--- src/rtl/vscale_retire_trace_buffer.sv ---
// Retire trace capture buffer for vscale_core.
// Stamps FP-side and integer-side retire/exception events with a free-running
// cycle counter, packs them into fixed records and queues them in a FIFO that
// drains through a valid/ready stream. Events that find no room are dropped
// and counted; the FIFO never stalls the core.
module vscale_retire_trace_buffer #(
    parameter int DEPTH   = 16,
    parameter int CYC_W   = 16,
    parameter int ECODE_W = 4
) (
    input  logic                     clk,
    input  logic                     resetn,
    input  logic                     enable,
    input  logic                     int_valid,
    input  logic [31:0]              int_pc,
    input  logic [31:0]              int_inst,
    input  logic                     int_wr_reg,
    input  logic [4:0]               int_rd,
    input  logic [31:0]              int_wdata,
    input  logic                     fp_valid,
    input  logic [31:0]              fp_pc,
    input  logic [31:0]              fp_inst,
    input  logic [4:0]               fp_rd,
    input  logic [31:0]              fp_wdata,
    input  logic                     exc_valid,
    input  logic [31:0]              exc_pc,
    input  logic [ECODE_W-1:0]       exc_code,
    output logic                     out_valid,
    input  logic                     out_ready,
    output logic [1:0]               out_kind,
    output logic [CYC_W-1:0]         out_cycle,
    output logic [31:0]              out_pc,
    output logic [31:0]              out_inst,
    output logic [4:0]               out_reg,
    output logic [31:0]              out_data,
    output logic [$clog2(DEPTH):0]   count,
    output logic [15:0]              drop_count,
    output logic                     overflow
);

    localparam int AW    = $clog2(DEPTH);
    localparam int CNT_W = AW + 1;

    localparam logic [1:0] KIND_INT = 2'd0;
    localparam logic [1:0] KIND_FP  = 2'd1;
    localparam logic [1:0] KIND_EXC = 2'd2;

    typedef struct packed {
        logic [1:0]       kind;
        logic [CYC_W-1:0] cycle;
        logic [31:0]      pc;
        logic [31:0]      inst;
        logic [4:0]       rd;
        logic [31:0]      data;
    } rec_t;

    logic [CYC_W-1:0] cycle_q, cycle_d;
    logic [AW-1:0]    wr_ptr_q, wr_ptr_d, rd_ptr_q, rd_ptr_d, wr_ptr_nx;
    logic [CNT_W-1:0] count_q, count_d, free;
    logic [15:0]      drop_q, drop_d;
    logic [16:0]      drop_sum;
    logic             overflow_q, overflow_d;
    logic             pop, fp_req, is_req, fp_push, is_push;
    logic [1:0]       n_push, n_drop;
    rec_t             fp_rec, is_rec, first_rec, head;
    rec_t             mem_q [DEPTH];

    // Build the two candidate records; an exception displaces the int retire.
    always_comb begin
        // NOTE: every combinational output gets a default first so no path
        // leaves it unassigned and no latch is inferred.
        fp_rec = '0;
        is_rec = '0;
        fp_rec.kind  = KIND_FP;
        fp_rec.cycle = cycle_q;
        fp_rec.pc    = fp_pc;
        fp_rec.inst  = fp_inst;
        fp_rec.rd    = fp_rd;
        fp_rec.data  = fp_wdata;
        is_rec.cycle = cycle_q;
        if (exc_valid) begin
            is_rec.kind = KIND_EXC;
            is_rec.pc   = exc_pc;
            is_rec.data = 32'(exc_code);
        end else begin
            is_rec.kind = KIND_INT;
            is_rec.pc   = int_pc;
            is_rec.inst = int_inst;
            if (int_wr_reg && (int_rd != 5'd0)) begin
                is_rec.rd   = int_rd;
                is_rec.data = int_wdata;
            end
        end
    end

    // Space accounting, push/drop decisions and next-state for all counters.
    always_comb begin
        pop       = (count_q != '0) && out_ready;
        free      = CNT_W'(DEPTH) - count_q + CNT_W'(pop);
        fp_req    = enable && fp_valid;
        is_req    = enable && (exc_valid || int_valid);
        fp_push   = fp_req && (free != '0);
        // The FP record is older, so it claims the first free slot.
        is_push   = is_req && (free > CNT_W'(fp_push));
        n_push    = 2'(fp_push) + 2'(is_push);
        n_drop    = 2'(fp_req && !fp_push) + 2'(is_req && !is_push);
        first_rec = fp_push ? fp_rec : is_rec;
        wr_ptr_nx = wr_ptr_q + AW'(1);

        cycle_d    = cycle_q + CYC_W'(1);
        count_d    = count_q + CNT_W'(n_push) - CNT_W'(pop);
        wr_ptr_d   = wr_ptr_q + AW'(n_push);
        rd_ptr_d   = rd_ptr_q + AW'(pop);
        drop_sum   = {1'b0, drop_q} + 17'(n_drop);
        drop_d     = drop_sum[16] ? 16'hFFFF : drop_sum[15:0];
        overflow_d = overflow_q || (n_drop != 2'd0);
    end

    // Control state: counter, pointers, occupancy and drop statistics.
    always_ff @(posedge clk or negedge resetn) begin
        // NOTE: sequential state uses non-blocking assignments so every
        // register samples pre-edge values regardless of statement order.
        if (!resetn) begin
            cycle_q    <= '0;
            wr_ptr_q   <= '0;
            rd_ptr_q   <= '0;
            count_q    <= '0;
            drop_q     <= '0;
            overflow_q <= 1'b0;
        end else begin
            cycle_q    <= cycle_d;
            wr_ptr_q   <= wr_ptr_d;
            rd_ptr_q   <= rd_ptr_d;
            count_q    <= count_d;
            drop_q     <= drop_d;
            overflow_q <= overflow_d;
        end
    end

    // Record storage: up to two consecutive slots written per cycle.
    always_ff @(posedge clk) begin
        // NOTE: the record array has no reset; pointers and count define
        // which entries are live, so stale contents are never observed.
        if (fp_push || is_push) begin
            mem_q[wr_ptr_q] <= first_rec;
        end
        if (fp_push && is_push) begin
            mem_q[wr_ptr_nx] <= is_rec;
        end
    end

    assign head       = mem_q[rd_ptr_q];
    assign out_valid  = (count_q != '0);
    assign out_kind   = head.kind;
    assign out_cycle  = head.cycle;
    assign out_pc     = head.pc;
    assign out_inst   = head.inst;
    assign out_reg    = head.rd;
    assign out_data   = head.data;
    assign count      = count_q;
    assign drop_count = drop_q;
    assign overflow   = overflow_q;

endmodule

--- config.mk ---
export PLATFORM = sky130hd
export DESIGN_NAME = vscale_retire_trace_buffer
export DESIGN_NICKNAME = d
export VERILOG_FILES = /design/src/rtl/vscale_retire_trace_buffer.sv
export SDC_FILE = /design/constraint.sdc
export NUM_CORES = 2
export LEC_CHECK = 0
export ABC_AREA = 0
export ABC_CLOCK_PERIOD_IN_PS = 11500
export BUFFER_PORTS_ARGS = -buffer_cell sky130_fd_sc_hd__clkbuf_2
export CORE_MARGIN = 2
export CORE_UTILIZATION = 50
export DETAILED_ROUTE_END_ITERATION = 16
export GPL_ROUTABILITY_DRIVEN = 0
export PLACE_DENSITY = 0.65
export SLEW_MARGIN = 20
export SYNTH_ARGS = -nofsm -noshare
export SYNTH_HDL_FRONTEND = slang
export SYNTH_SLANG_ARGS = --single-unit
--- constraint.sdc ---
create_clock -name clk -period 11.5 [get_ports clk]
set_input_delay 2.3 -clock clk [delete_from_list [all_inputs] [get_ports clk]]
set_output_delay 2.3 -clock clk [all_outputs]
set_load 0.02 [all_outputs]
* Word-level counts from Yosys, hierarchy flattened
Memory sizes are Yosys's and may differ from the RTL's.
Cells that the tools add are included.
** Storage, ports and cells
- Register bits :: 46
- Input port bits :: 246
- Memory bits (writable) :: 1904
- Memories :: 1
- Output and inout bits :: 142
- Logic and storage cells :: 48
** Operators by class
- Mux-type cells :: 11
- Add/subtract/negate cells :: 11
- Reduce and logical (&&, ||, !) cells :: 18
- $lt $le $gt $ge :: 1
** Memories
- mem_q :: depth 16, bits a word 119, rd ports 1, clocked after memory_dff 0, write ports 2, line 66 : rec_t mem_q [DEPTH];
** Operator list (number)
- $mux W119 :: 1
- $mux W37 :: 2
- $mux W32 :: 2
- $add A16 B2 Y17 :: 1
- $add A16 B1 Y16 const B :: 1
- $mux W16 :: 1
- $reduce_bool A5 Y1 :: 3
- $logic_and A1 B1 Y1 :: 9
- $add A5 B1 Y5 :: 1
- $add A5 B2 Y5 :: 1
- $gt A5 B1 Y1 :: 1
- $sub A5 B1 Y5 :: 1
- $sub A5 B5 Y5 const A :: 1
- $add A1 B1 Y2 :: 2
- $add A4 B1 Y4 :: 1
- $add A4 B1 Y4 const B :: 1
- $add A4 B2 Y4 :: 1
- $mux W1 :: 4
- $logic_or A1 B1 Y1 :: 3
- $logic_not A1 Y1 :: 2
- $mux W2 :: 1
- $reduce_bool A2 Y1 :: 1

* Longest topological paths before layout
- Depth after elaboration :: 12
- Depth in mapped cells :: 28
- Mapped depth without buffers :: 26

* Worst setup path after synthesis
Ideal clock, no wire load.
- Path kind :: input -> register
- Start point :: in out_ready
- End point :: mem mem_q[15][108] (netlist name) (data pin)
- Arrival :: 9.458 ns
- Library setup time :: 0.157 ns
- Data required time :: 11.343 ns
- Buffers on the path :: 4
- Setup slack :: 1.885 ns
- Stages on the path :: 20
- Cells stage by stage :: nand2_1 > ha_1 > inv_1 > ha_1 > nand3b_1 > and2_1 > a221oi_2 > inv_2 > buf_2 > buf_1 > ha_1 > o21ai_0 > and2_1 > ha_1 > and3_1 > clkbuf_1 > nand2_1 > nand2_1 > clkbuf_1 > and2_1
** RTL lines
- start, declared :: line 29 : input logic out_ready,
- end, declared :: line 66

==> results.tsv <==
stage	metric	value	unit
run_status	outcome	finished, final reports clean	
clocking	clk_lat worst skew	880	ps
floorplan	Die Wd	440	um
floorplan	placeable core area	190000	sq um
synthesis	post-synthesis mux area share	0.151	
floorplan	die area	194000	sq um
routing	Final ANT Viol Nets	0	
synthesis	register area share after synthesis	0.612	
setup_path	crit-path cells	clkbuf_2 > nand2_1 > ha_1 > inv_1 > ha_1 > and3_1 > o21bai_1 > a221oi_4 > inv_2 > buf_4 > ha_1 > o21ai_0 > and2_1 > ha_1 > and3_2 > nand2_1 > nand2_4 > buf_4	
routing	mean routed wirelength per cell	36.0	um
floorplan	# IOs	388	
final_layout	most frequent cells in the layout	edfxtp_1, a22o_1, mux4_2	
setup_path	endpoint class of the critical path	register	
final_layout	Final nets	6141	
sta	Final WS setup	3930	ps
flow_run	max_cap viols	0	
floorplan	Core Rows	160	
clocking	CTS tree	done	
final_layout	commonest non-fill, non-tap cell in the layout	edfxtp_1	
setup_path	critical path class	input pin to register	
final_layout	Synth-to-Final Area Change	10.4	%
grt	Congestion Overflow GR	0	
setup_path	crit path DAT	8050	ps
routing	vias per cell	7.14	
setup_path	Crit-path slowest cell	and3_2	
synthesis	Adder-Cell Fraction of Synth Area	0.00340	
synthesis	Synth Area in Compound Gates	0.152	
routing	Initial DRT Pass Iterations	6	
setup_path	WP data required	11990	ps
placement	Detail Placement HPWL	161	mm
grt	largest net degree at the start of global routing	140	
sta	TNS Setup	0	ps
clocking	clk sinks	1950	
sta	crit share post-route	0.658	
power	Power Total	24.9	mW
sta	Slew Limit Headroom	0.181	
clocking	CTS H-tree lvls	4	
synthesis	simple logic cell fraction of the synthesized area	0.0380	
placement	dpl cells	8174	
synthesis	instance count of the mapped netlist	6030	
grt	first-pass GRT wire length	439	mm
sta	Worst-Margin Slew	1230	ps
synthesis	Synth Area in XOR/XNOR	0.00249	
power	P_leak	35.7	nW
sta	Max Clock Skew	24.3	ps
synthesis	EDFF count, synth	1888	
routing	Post-route DRC	0	
synthesis	Netlist Area Pre-Place	95100	sq um
setup_path	CP max stage delay	990	ps
sta	fin crit period	7570	ps
clocking	Clock transition at path regs	60	ps
final_layout	fin cells	8562	
min_path	class of the worst hold path	register to register	
final_layout	fin area	105000	sq um
clocking	post-cts sizing count	0	
synthesis	asr flop ratio synth	0.0236	
routing	initial DRC count	8505	
sta	RSZ-0062 raised after global routing	false	
setup_path	Worst path most repeated cell	ha_1	
synthesis	syn_nets	6300	
final_layout	share of layout cells above drive strength 1	0.249	
routing	final wirelength	308	mm
setup_path	critical path launch point type	input pin	
floorplan	Die Height	440	um
sta	final hold slack	458	ps
clocking	Root Driver	clkbuf_16	
clocking	hold-fix buffers at CTS	0	
grt	initial antenna violation count	24	
placement	DP Worst Slack	3150	ps
power	Pwr Density	237	nW/um^2
grt	GRT Overall Usage	0.316	
clocking	Max Buffers Root-to-Sink	3	
sta	Final Hold Fails	0	
synthesis	synth warn	0	
setup_path	Crit Path Max Fanout	45	
grt	vias in the first global route	60200	
final_layout	final core area utilization	0.554	
synthesis	distinct cell type count after synthesis	48	
synthesis	largest family of logic cells by synthesized area	compound AO/OA/AOI/OAI gates	
routing	routed vias	61100	
clocking	TritonCTS Buffers	205	
floorplan	Initial Util	0.501	
clocking	post-CTS setup buffers	0	
placement	I/O Buffers	387	
synthesis	synthesized area per cell	15.8	sq um
sta	FMAX	0.132	GHz
placement	Cell Area, Placed	98700	sq um
synthesis	Synth Flop Type	edfxtp_1	
power	Max VDD drop	0.000413	V
sta	Final Setup Violations	0	
sta	max-slew violations	0	
synthesis	Yosys reg bits	1950	
synthesized netlist by cell type, types with 7 or more instances:
| cell type | count | area (sq um) |
|---|---|---|
| nand3_1 | 47 | 235 |
| a22o_1 | 975 | 8540 |
| buf_2 | 61 | 305 |
| and3_1 | 12 | 75.1 |
| buf_1 | 96 | 360 |
| inv_1 | 23 | 86.3 |
| and2_1 | 327 | 2050 |
| o2bb2ai_1 | 540 | 4730 |
| xnor2_1 | 20 | 175 |
| nor2b_1 | 38 | 238 |
| buf_4 | 59 | 443 |
| mux4_2 | 595 | 13400 |
| nor2_1 | 95 | 357 |
| nand2_1 | 128 | 480 |
| ha_1 | 21 | 263 |
| mux2i_1 | 98 | 981 |
| a21oi_1 | 56 | 280 |
| o21ai_1 | 15 | 75.1 |
| clkbuf_1 | 708 | 2660 |
| dfxtp_1 | 16 | 320 |
| o22ai_1 | 33 | 206 |
| o21ai_0 | 42 | 210 |
| dfrtp_1 | 46 | 1150 |
| edfxtp_1 | 1888 | 56700 |
| xor2_1 | 7 | 61.3 |
| o32ai_1 | 36 | 315 |
worst max-delay path: cells and delay by family:
kind                       cells  cell delay (ps)
adders and majority gates      4             1050
and+or+nand+nor                6             2490
AOI/OAI and AO/OA              3              760
buffers and inverters          5             1370
worst paths after layout:
| path | endpoint | slack (ps) | from | cells after the start |
|---|---|---|---|---|
| min reg2reg | mem_q[6][117]$_SDFFE_PP0P_ | 460 | mem_q[6][117]$_SDFFE_PP0P_ | 2 |
| max in group asynchronous | rd_ptr_q[3]$_DFF_PN0_ | 9440 | resetn | 2 |
| max reg2reg | mem_q[14][25]$_DFFE_PP_ | 4010 | count[2]$_DFF_PN0_ | 20 |
| max | mem_q[14][25]$_DFFE_PP_ | 3930 | out_ready | 18 |
| min | mem_q[6][117]$_SDFFE_PP0P_ | 460 | mem_q[6][117]$_SDFFE_PP0P_ | 2 |
| min in group asynchronous | drop_count[5]$_DFF_PN0_ | 1530 | resetn | 2 |
per-layer routing:
layer  GRT usage  share of wire  up-vias
met1       0.427           0.37    31700
li1            -              -    24400
met2       0.493           0.47     4306
met3      0.0675           0.12      711
met4       0.149          0.049       14
met5           0        0.00024        -
cells by family (layout without fill, tap and decap cells):
kind of cell,after synthesis,after routing
buffers and inverters,949,953
XOR/XNOR,27,27
flip-flops,1950,1950
AO/OA/AOI/OAI,1711,1711
other,0,17
adder cells (fa/ha/maj),24,24
AND/OR/NAND/NOR,675,675
multiplexers,694,694
report_power, final:
part	internal [mW]	leakage, nW	total, mW	switching [mW]
logic	3.43	13.5	9.22	5.79
clock network	3.42	2.98	6.24	2.82
registers	9.05	19.3	9.44	0.389
cell type report:
cell class / instances / area, sq um
timing repair buffer: 558 / 3670
fill: 14700 / 84600
inverter: 25 / 93.8
clock inverter: 95 / 606
multi-input combinational: 3131 / 33700
clock buffer: 275 / 5530
sequential: 1950 / 58200
antenna: 17 / 42.5
tap: 2511 / 3140
sequential cells by signal, summed over array words and instances (netlist names):
name / flops
overflow: 1
mem_q: 1904
wr_ptr_q: 4
drop_count: 16
count: 5
rd_ptr_q: 4
cycle_q: 16
No activity file was read; power rests on OpenSTA's default activity.
